**config.mk**
```make
export PLATFORM = sky130hd
export DESIGN_NAME = bp_update_queue_flat
export DESIGN_NICKNAME = d
export VERILOG_FILES = /design/src/rtl/bp_update_queue_if.sv /design/src/rtl/bp_update_queue.sv /design/src/flat_wrapper.sv
export SDC_FILE = /design/constraint.sdc
export NUM_CORES = 2
export LEC_CHECK = 0
export CAP_MARGIN = 10
export CORE_MARGIN = 2
export CORE_UTILIZATION = 55
export CTS_CLUSTER_SIZE = 8
export DETAILED_ROUTE_END_ITERATION = 6
export MAX_ROUTING_LAYER = met4
export PLACE_DENSITY = 0.72
export SYNTH_ARGS = -nofsm -noshare
export SYNTH_HDL_FRONTEND = slang
export SYNTH_SLANG_ARGS = --single-unit
```
**constraint.sdc**
```tcl
create_clock -name clk -period 13.6 [get_ports clk]
set_clock_uncertainty 0.1 [all_clocks]
set_input_delay 2.72 -clock clk [delete_from_list [all_inputs] [get_ports clk]]
set_output_delay 2.72 -clock clk [all_outputs]
set_load 0.01 [all_outputs]
```
**src/rtl/bp_update_queue_if.sv**
```systemverilog
// Dispatch/execute-facing bundle of the branch-predictor update queue, plus the
// predictor update and redirect outputs.
`ifndef BP_GHR_BITS
`define BP_GHR_BITS 8
`endif
`ifndef INST_ADDR_WIDTH
`define INST_ADDR_WIDTH 32
`endif

interface bp_update_queue_if #(
    parameter int DEPTH    = 16,
    parameter int GHR_BITS = `BP_GHR_BITS,
    parameter int ADDR_W   = `INST_ADDR_WIDTH
);
    localparam int IDX_W = $clog2(DEPTH);

    logic                flush;

    logic                alloc_valid;
    logic                alloc_ready;
    logic [ADDR_W-1:0]   alloc_pc;
    logic                alloc_pred_taken;
    logic [ADDR_W-1:0]   alloc_pred_target;
    logic [GHR_BITS-1:0] alloc_hist;
    logic                alloc_is_call;
    logic                alloc_is_return;
    logic [IDX_W-1:0]    alloc_tag;

    logic                res_valid;
    logic [IDX_W-1:0]    res_tag;
    logic                res_taken;
    logic [ADDR_W-1:0]   res_target;

    logic                update0_valid;
    logic [ADDR_W-1:0]   update0_pc;
    logic                update0_taken;
    logic [ADDR_W-1:0]   update0_target;
    logic [GHR_BITS-1:0] update0_hist;
    logic                update0_is_call;
    logic                update0_is_return;

    logic                update1_valid;
    logic [ADDR_W-1:0]   update1_pc;
    logic                update1_taken;
    logic [ADDR_W-1:0]   update1_target;
    logic [GHR_BITS-1:0] update1_hist;
    logic                update1_is_call;
    logic                update1_is_return;

    logic                mispredict_valid;
    logic [ADDR_W-1:0]   mispredict_target;

    // Pipeline side: drives dispatch/execute, consumes updates and redirects.
    modport master (
        output flush,
        output alloc_valid, alloc_pc, alloc_pred_taken, alloc_pred_target,
               alloc_hist, alloc_is_call, alloc_is_return,
        input  alloc_ready, alloc_tag,
        output res_valid, res_tag, res_taken, res_target,
        input  update0_valid, update0_pc, update0_taken, update0_target,
               update0_hist, update0_is_call, update0_is_return,
        input  update1_valid, update1_pc, update1_taken, update1_target,
               update1_hist, update1_is_call, update1_is_return,
        input  mispredict_valid, mispredict_target
    );

    // Queue side.
    modport slave (
        input  flush,
        input  alloc_valid, alloc_pc, alloc_pred_taken, alloc_pred_target,
               alloc_hist, alloc_is_call, alloc_is_return,
        output alloc_ready, alloc_tag,
        input  res_valid, res_tag, res_taken, res_target,
        output update0_valid, update0_pc, update0_taken, update0_target,
               update0_hist, update0_is_call, update0_is_return,
        output update1_valid, update1_pc, update1_taken, update1_target,
               update1_hist, update1_is_call, update1_is_return,
        output mispredict_valid, mispredict_target
    );
endinterface

```
**src/rtl/bp_update_queue.sv**
```systemverilog
// In-order branch resolution tracker: allocates at dispatch, resolves out of order,
// retires up to two entries per cycle to the predictor and redirects on mispredict.
`ifndef BP_GHR_BITS
`define BP_GHR_BITS 8
`endif
`ifndef INST_ADDR_WIDTH
`define INST_ADDR_WIDTH 32
`endif
`ifndef INST_ADD_STEP
`define INST_ADD_STEP 4
`endif

module bp_update_queue #(
    parameter int DEPTH    = 16,
    parameter int GHR_BITS = `BP_GHR_BITS,
    parameter int ADDR_W   = `INST_ADDR_WIDTH
) (
    input  logic               clk,
    input  logic               rst,
    bp_update_queue_if.slave   bus
);
    localparam int IDX_W = $clog2(DEPTH);
    localparam int CNT_W = IDX_W + 1;

    typedef logic [IDX_W-1:0]    idx_t;
    typedef logic [CNT_W-1:0]    cnt_t;
    typedef logic [ADDR_W-1:0]   addr_t;
    typedef logic [GHR_BITS-1:0] hist_t;

    typedef struct packed {
        addr_t pc;
        logic  pred_taken;
        addr_t pred_target;
        hist_t hist;
        logic  is_call;
        logic  is_return;
    } info_t;

    typedef struct packed {
        logic  taken;
        addr_t target;
    } outcome_t;

    info_t            info    [DEPTH];
    outcome_t         outcome [DEPTH];
    logic [DEPTH-1:0] busy;
    logic [DEPTH-1:0] done;
    idx_t             head;
    idx_t             tail;
    cnt_t             count;

    function automatic logic is_mispredict(input info_t e, input outcome_t r);
        return (r.taken != e.pred_taken) || (r.taken && (r.target != e.pred_target));
    endfunction

    function automatic addr_t redirect_of(input info_t e, input outcome_t r);
        return r.taken ? r.target : e.pc + addr_t'(`INST_ADD_STEP);
    endfunction

    idx_t     head_p1;
    info_t    info0, info1;
    outcome_t out0, out1;
    logic     ret0, ret1, mp0, mp1, clear, full, alloc_fire, res_fire;
    logic [1:0] n_ret;

    assign head_p1 = head + idx_t'(1);
    assign info0   = info[head];
    assign info1   = info[head_p1];
    assign out0    = outcome[head];
    assign out1    = outcome[head_p1];

    // Slot1 only follows a correctly predicted slot0; a slot0 redirect kills everything younger.
    assign ret0  = busy[head] && done[head];
    assign mp0   = is_mispredict(info0, out0);
    assign ret1  = ret0 && !mp0 && busy[head_p1] && done[head_p1];
    assign mp1   = is_mispredict(info1, out1);
    assign clear = (ret0 && mp0) || (ret1 && mp1);
    assign n_ret = {1'b0, ret0} + {1'b0, ret1};

    assign full       = (count == cnt_t'(DEPTH));
    assign alloc_fire = bus.alloc_valid && !full && !bus.flush && !clear;
    assign res_fire   = bus.res_valid && busy[bus.res_tag];

    assign bus.alloc_ready = !full;
    assign bus.alloc_tag   = tail;

    // NOTE: payload storage carries no reset; busy/done alone decide whether a slot holds anything.
    always_ff @(posedge clk) begin
        if (alloc_fire) begin
            info[tail] <= '{pc:          bus.alloc_pc,
                            pred_taken:  bus.alloc_pred_taken,
                            pred_target: bus.alloc_pred_target,
                            hist:        bus.alloc_hist,
                            is_call:     bus.alloc_is_call,
                            is_return:   bus.alloc_is_return};
        end
        if (res_fire) begin
            outcome[bus.res_tag] <= '{taken: bus.res_taken, target: bus.res_target};
        end
    end

    // NOTE: non-blocking assignments here let the later retire clears override an earlier
    // done-set on the same slot within one edge, exactly as the last write wins.
    always_ff @(posedge clk) begin
        if (rst || bus.flush || clear) begin
            head  <= '0;
            tail  <= '0;
            count <= '0;
            busy  <= '0;
            done  <= '0;
        end else begin
            if (alloc_fire) begin
                busy[tail] <= 1'b1;
                done[tail] <= 1'b0;
                tail       <= tail + idx_t'(1);
            end
            if (res_fire) begin
                done[bus.res_tag] <= 1'b1;
            end
            if (ret0) begin
                busy[head] <= 1'b0;
                done[head] <= 1'b0;
            end
            if (ret1) begin
                busy[head_p1] <= 1'b0;
                done[head_p1] <= 1'b0;
            end
            head  <= head + idx_t'(n_ret);
            count <= count - cnt_t'(n_ret) + cnt_t'(alloc_fire);
        end
    end

    // Valids pulse for one cycle; payloads hold their last value between retirements.
    always_ff @(posedge clk) begin
        if (rst || bus.flush) begin
            bus.update0_valid     <= 1'b0;
            bus.update0_pc        <= '0;
            bus.update0_taken     <= 1'b0;
            bus.update0_target    <= '0;
            bus.update0_hist      <= '0;
            bus.update0_is_call   <= 1'b0;
            bus.update0_is_return <= 1'b0;
            bus.update1_valid     <= 1'b0;
            bus.update1_pc        <= '0;
            bus.update1_taken     <= 1'b0;
            bus.update1_target    <= '0;
            bus.update1_hist      <= '0;
            bus.update1_is_call   <= 1'b0;
            bus.update1_is_return <= 1'b0;
            bus.mispredict_valid  <= 1'b0;
            bus.mispredict_target <= '0;
        end else begin
            bus.update0_valid    <= ret0;
            bus.update1_valid    <= ret1;
            bus.mispredict_valid <= clear;
            if (ret0) begin
                bus.update0_pc        <= info0.pc;
                bus.update0_taken     <= out0.taken;
                bus.update0_target    <= out0.target;
                bus.update0_hist      <= info0.hist;
                bus.update0_is_call   <= info0.is_call;
                bus.update0_is_return <= info0.is_return;
            end
            if (ret1) begin
                bus.update1_pc        <= info1.pc;
                bus.update1_taken     <= out1.taken;
                bus.update1_target    <= out1.target;
                bus.update1_hist      <= info1.hist;
                bus.update1_is_call   <= info1.is_call;
                bus.update1_is_return <= info1.is_return;
            end
            if (clear) begin
                bus.mispredict_target <= (ret0 && mp0) ? redirect_of(info0, out0)
                                                       : redirect_of(info1, out1);
            end
        end
    end
endmodule

```
**src/flat_wrapper.sv**
```systemverilog
// flat-port wrapper written by rule: the top's interface ports become plain ports
module bp_update_queue_flat 
#(
    parameter int DEPTH    = 16,
    parameter int GHR_BITS = `BP_GHR_BITS,
    parameter int ADDR_W   = `INST_ADDR_WIDTH
)
  (clk, rst, bus_flush, bus_alloc_valid, bus_alloc_pc, bus_alloc_pred_taken, bus_alloc_pred_target, bus_alloc_hist, bus_alloc_is_call, bus_alloc_is_return, bus_alloc_ready, bus_alloc_tag, bus_res_valid, bus_res_tag, bus_res_taken, bus_res_target, bus_update0_valid, bus_update0_pc, bus_update0_taken, bus_update0_target, bus_update0_hist, bus_update0_is_call, bus_update0_is_return, bus_update1_valid, bus_update1_pc, bus_update1_taken, bus_update1_target, bus_update1_hist, bus_update1_is_call, bus_update1_is_return, bus_mispredict_valid, bus_mispredict_target);
  bp_update_queue_if #(.DEPTH(DEPTH), .GHR_BITS(GHR_BITS), .ADDR_W(ADDR_W)) bus_i ();
  input  logic clk;
  input  logic rst;
  input wire logic [$bits(bus_i.flush)-1:0] bus_flush;
  input wire logic [$bits(bus_i.alloc_valid)-1:0] bus_alloc_valid;
  input wire logic [$bits(bus_i.alloc_pc)-1:0] bus_alloc_pc;
  input wire logic [$bits(bus_i.alloc_pred_taken)-1:0] bus_alloc_pred_taken;
  input wire logic [$bits(bus_i.alloc_pred_target)-1:0] bus_alloc_pred_target;
  input wire logic [$bits(bus_i.alloc_hist)-1:0] bus_alloc_hist;
  input wire logic [$bits(bus_i.alloc_is_call)-1:0] bus_alloc_is_call;
  input wire logic [$bits(bus_i.alloc_is_return)-1:0] bus_alloc_is_return;
  output wire logic [$bits(bus_i.alloc_ready)-1:0] bus_alloc_ready;
  output wire logic [$bits(bus_i.alloc_tag)-1:0] bus_alloc_tag;
  input wire logic [$bits(bus_i.res_valid)-1:0] bus_res_valid;
  input wire logic [$bits(bus_i.res_tag)-1:0] bus_res_tag;
  input wire logic [$bits(bus_i.res_taken)-1:0] bus_res_taken;
  input wire logic [$bits(bus_i.res_target)-1:0] bus_res_target;
  output wire logic [$bits(bus_i.update0_valid)-1:0] bus_update0_valid;
  output wire logic [$bits(bus_i.update0_pc)-1:0] bus_update0_pc;
  output wire logic [$bits(bus_i.update0_taken)-1:0] bus_update0_taken;
  output wire logic [$bits(bus_i.update0_target)-1:0] bus_update0_target;
  output wire logic [$bits(bus_i.update0_hist)-1:0] bus_update0_hist;
  output wire logic [$bits(bus_i.update0_is_call)-1:0] bus_update0_is_call;
  output wire logic [$bits(bus_i.update0_is_return)-1:0] bus_update0_is_return;
  output wire logic [$bits(bus_i.update1_valid)-1:0] bus_update1_valid;
  output wire logic [$bits(bus_i.update1_pc)-1:0] bus_update1_pc;
  output wire logic [$bits(bus_i.update1_taken)-1:0] bus_update1_taken;
  output wire logic [$bits(bus_i.update1_target)-1:0] bus_update1_target;
  output wire logic [$bits(bus_i.update1_hist)-1:0] bus_update1_hist;
  output wire logic [$bits(bus_i.update1_is_call)-1:0] bus_update1_is_call;
  output wire logic [$bits(bus_i.update1_is_return)-1:0] bus_update1_is_return;
  output wire logic [$bits(bus_i.mispredict_valid)-1:0] bus_mispredict_valid;
  output wire logic [$bits(bus_i.mispredict_target)-1:0] bus_mispredict_target;
  assign bus_i.flush = bus_flush;
  assign bus_i.alloc_valid = bus_alloc_valid;
  assign bus_i.alloc_pc = bus_alloc_pc;
  assign bus_i.alloc_pred_taken = bus_alloc_pred_taken;
  assign bus_i.alloc_pred_target = bus_alloc_pred_target;
  assign bus_i.alloc_hist = bus_alloc_hist;
  assign bus_i.alloc_is_call = bus_alloc_is_call;
  assign bus_i.alloc_is_return = bus_alloc_is_return;
  assign bus_alloc_ready = bus_i.alloc_ready;
  assign bus_alloc_tag = bus_i.alloc_tag;
  assign bus_i.res_valid = bus_res_valid;
  assign bus_i.res_tag = bus_res_tag;
  assign bus_i.res_taken = bus_res_taken;
  assign bus_i.res_target = bus_res_target;
  assign bus_update0_valid = bus_i.update0_valid;
  assign bus_update0_pc = bus_i.update0_pc;
  assign bus_update0_taken = bus_i.update0_taken;
  assign bus_update0_target = bus_i.update0_target;
  assign bus_update0_hist = bus_i.update0_hist;
  assign bus_update0_is_call = bus_i.update0_is_call;
  assign bus_update0_is_return = bus_i.update0_is_return;
  assign bus_update1_valid = bus_i.update1_valid;
  assign bus_update1_pc = bus_i.update1_pc;
  assign bus_update1_taken = bus_i.update1_taken;
  assign bus_update1_target = bus_i.update1_target;
  assign bus_update1_hist = bus_i.update1_hist;
  assign bus_update1_is_call = bus_i.update1_is_call;
  assign bus_update1_is_return = bus_i.update1_is_return;
  assign bus_mispredict_valid = bus_i.mispredict_valid;
  assign bus_mispredict_target = bus_i.mispredict_target;
  bp_update_queue #(.DEPTH(DEPTH), .GHR_BITS(GHR_BITS), .ADDR_W(ADDR_W)) u_core (.clk(clk), .rst(rst), .bus(bus_i));
endmodule
```
==> impl_metrics.tcl <==
set metrics [dict create \
    grt_pass1_vias 52500 \
    synth.ff_latch_count 1958 \
    synth-edff-count 1728 \
    die-height_um 409 \
    drt_first_pass_iters 7 \
    startpoint_of_the_worst_hold_path "u_core.bus.update1_target[12]" \
    design.portCount 307 \
    hold_buffers 0 \
    worst_max_slew_margin_expressed_relative_to_the_limit_pct 15.8 \
    grt_util_all_layers_pct 33.9 \
    clock_power_share_pct 48.9 \
    hold-path-endpoint "u_core.bus.update1_target[12]" \
    synth_top_area_share_pct 57.5 \
    p_switching_mw 2.63 \
    yosys.cell_types.count 67 \
    cap_violations 0 \
    rrSetupSlack_ns 4.39 \
    flow.area_growth_from_synthesis_pct 14.7 \
    wl_mm 276 \
    grt_start_max_net_pins 147 \
    numPortBuffers 306 \
    rr_worst_depth 16 \
    internal_power_mw 10.6 \
    cts_num_sinks 1958 \
    antenna_violating_nets_post_route 0 \
    violations_in_the_final_reports "design-rule violations" \
    post_synth_net_total 4922 \
    finalHoldViolCount 0 \
    grt_setup_unrepaired "false" \
    final_max_slew_viol_count 0 \
    final.hold.worst_slack_ns 0.352 \
    worst_skew_pair.late_latency_ns 0.94 \
    p_sw_share_pct 19.8 \
    p_comb_share_pct 1.5 \
    stdcell_area_sq_mm 0.104 \
    row_count 148 \
    setup.worst_path.start_class "flop" \
    post-route-min-period_ns 9.21 \
    detailedRoute.firstIterationViolations 8375 \
    worst_hold_path_type "flop to flop" \
    post_route_cells_drive_above_1_share_pct 28.3 \
    worst_slew_pin_slew_ns 1.24 \
    synth-seq-area-share_pct 62.6 \
    grt_antenna_before_repair 33 \
    setup_violations 0 \
    holdPathStages 2 \
    floorplan.initialDensity_pct 55.4 \
    grt_remaining_overflow 0 \
    cts_max_level 5 \
    critical_path_class "flop to flop" \
    endpoint_kind "flop" \
    seq_power_share_pct 49.6 \
    critPathArrivalTime_ns 9.61 \
    postcts_resize_cnt 0 \
    grt_first_pass_wirelength_mm 388 \
    clk_root_buffer_cell "clkbuf_16" \
    r2r-start "u_core.head[0]" \
    power_mw 13.3 \
    dr_vias_cell 7.17 \
    dpl.hpwl_mm 160 \
    wl_per_cell_um 36.8 \
    cts.path.max_buffers 4 \
    synth-main-ff-cell "edfxtp_1" \
    achievable-frequency_mhz 109 \
    asyncSetResetFlopFracSynth_pct 0 \
    syn_inst 4781 \
    floorplan.die_area_sq_mm 0.167 \
    post_synth_main_area_contributors "edfxtp_1 57%, mux4_2 25%, dfxtp_1 5.1%" \
    status "finished with violations" \
    worst-path-max-fanout 93 \
    synthDominantAreaCellType "edfxtp_1" \
    yosys_warnings 0 \
    gpl.final_weighted_congestion 0.973 \
    post-route-drc-count 1 \
    cts_inserted_buffers 295 \
    core_sq_mm 0.163 \
    layout_commonest_cell "edfxtp_1" \
    worst_ep_required_time_ns 14.00 \
    worstReg2RegEnd "u_core.info[1][1]" \
    dpl_cell_area_sq_mm 0.0954 \
    leakagePower_nw 31.8 \
    cts_post_setup_buffers_inserted 0 \
    clock_tree_from_tritoncts "built" \
    clock_pin_slew_on_the_worst_setup_and_hold_paths_ns 0.05 \
    synthesis.area_per_instance_sq_um 18.9 \
    totalNegativeSetupSlack_ns 0 \
    vdd_drop_max_v 0.000144 \
    fp.dieW_um 409 \
    vias 53600 \
    power_density_mw_per_mm2 128 \
    timing.final.crit_share_pct 67.7 \
    final_net_count 5282 \
    synth_area_sq_mm 0.0903 \
    layout_common_cells "1,728 x edfxtp_1, 985 x mux4_2, 306 x clkdlybuf4s50_1, 301 x clkbuf_16, 270 x nand2_1" \
]
## metrics by stage
| stage | utilization (%) | instances | setup slack, ns |
|---|---|---|---|
| 2_1_floorplan | - | 4781 | 2.93 |
| 3_5_place_dp | 58.6 | 7016 | 4.44 |
| 4_1_cts | 63.5 | 7446 | 4.46 |
| 3_3_place_gp | 58.6 | 7016 | 4.53 |
| 6_report | 63.6 | 7479 | 4.39 |
| 5_1_grt | 63.6 | 7478 | 3.92 |
## critical path, cell delays in order, from the launching register on
cell and delay [ns]:
dfxtp_4 0.97, inv_1 0.39, ha_4 0.92, buf_12 0.60, buf_4 0.92, mux4_2 0.61
nand2_1 0.10, and3_1 0.18, a21oi_1 0.06, xnor2_1 0.21, nand4_1 0.21, nor4_4 0.37
nor2_4 0.29, buf_4 0.41, or3_1 0.59, inv_4 0.57, buf_4 0.92
## cell families after synthesis
family	Yosys count	synth area share [%]
multiplexers	1249	27.5
AO/OA/AOI/OAI	357	2.64
AND/OR/NAND/NOR	652	3.25
XOR/XNOR	130	1.28
buffers and inverters	411	2.40
flip-flops	1958	62.6
adder cells (fa/ha/maj)	24	0.349
## synthesized netlist by cell type (all sizes together) (2+ instances only)
library cell  number
nand2            271
a22oi             80
o21ai             43
o31a               5
a2111oi            6
a211oi            28
and2              13
a22o              15
clkbuf            93
a21oi            114
a21o               2
mux2i            257
nor3              32
nand3             59
nor2b              5
or3                6
o22ai             12
nand4             27
nor3b              4
inv               52
a31oi              6
and3b              2
o2111ai            2
and4               6
buf              265
and3              18
o31ai             12
nor4              24
dfxtp            230
o221a              4
ha                22
or2                9
and4b              3
xnor2             44
nand2b             4
o211ai             2
nor2             166
a221oi            15
o41ai              3
mux4             985
mux2               7
a41o               2
fa                 2
edfxtp          1728
xor2              86
## state kept, by name (all words and copies together) (netlist names), 4 cells and up
name	flops
u_core.bus.update0_pc	32
u_core.bus.update0_target	32
u_core.bus.update1_target	32
u_core.info	1200
u_core.head	4
u_core.busy	16
u_core.done	16
u_core.count	5
u_core.bus.update1_pc	32
u_core.bus.mispredict_target	32
u_core.bus.alloc_tag	4
u_core.bus.update1_hist	8
u_core.bus.update0_hist	8
u_core.outcome	528
## final cells by class
type	count	area, sq um
Multi-Input combinational cell	2412	31900
Fill cell	11000	59400
Clock inverter	8	65.1
Clock buffer	422	7990
Tap cell	2175	2720
Sequential cell	1958	56500
Antenna cell	30	75.1
Inverter	53	213
Timing Repair Buffer	421	4120
## how the worst max path moves through the flow
stage                         from                 end  slack (ns)  depth (start not counted)
floorplan           u_core.head[1]     u_core.busy[14]        2.93                         21
detailed placement  u_core.head[0]  u_core.info[1][66]        4.44                         16
global route        u_core.head[0]   u_core.info[1][0]        3.92                         16
global placement    u_core.head[0]  u_core.info[1][59]        4.53                         16
CTS                 u_core.head[0]   u_core.info[1][0]        4.46                         16
finish              u_core.head[0]   u_core.info[1][1]        4.39                         16
## layer usage
layer  routed length, um  track usage [%]  vias up
li1                    -                -    20800
met1               97600             44.0    28100
met2              128000             49.4     4068
met3               37200             11.0      634
met4               13200             15.0        0
met5                   0                -        -
## power by group through the flow
stage / Clock [mW] / Sequential (mW) / Combinational [mW]
floorplan: 0 / 6.68 / 0.0636
global placement: 0 / 6.68 / 0.194
detailed placement: 0 / 6.68 / 0.200
CTS: 6.53 / 6.57 / 0.201
global route: 6.79 / 6.56 / 0.216
finish: 6.48 / 6.57 / 0.203
No activity file was read; power rests on OpenSTA's default activity.
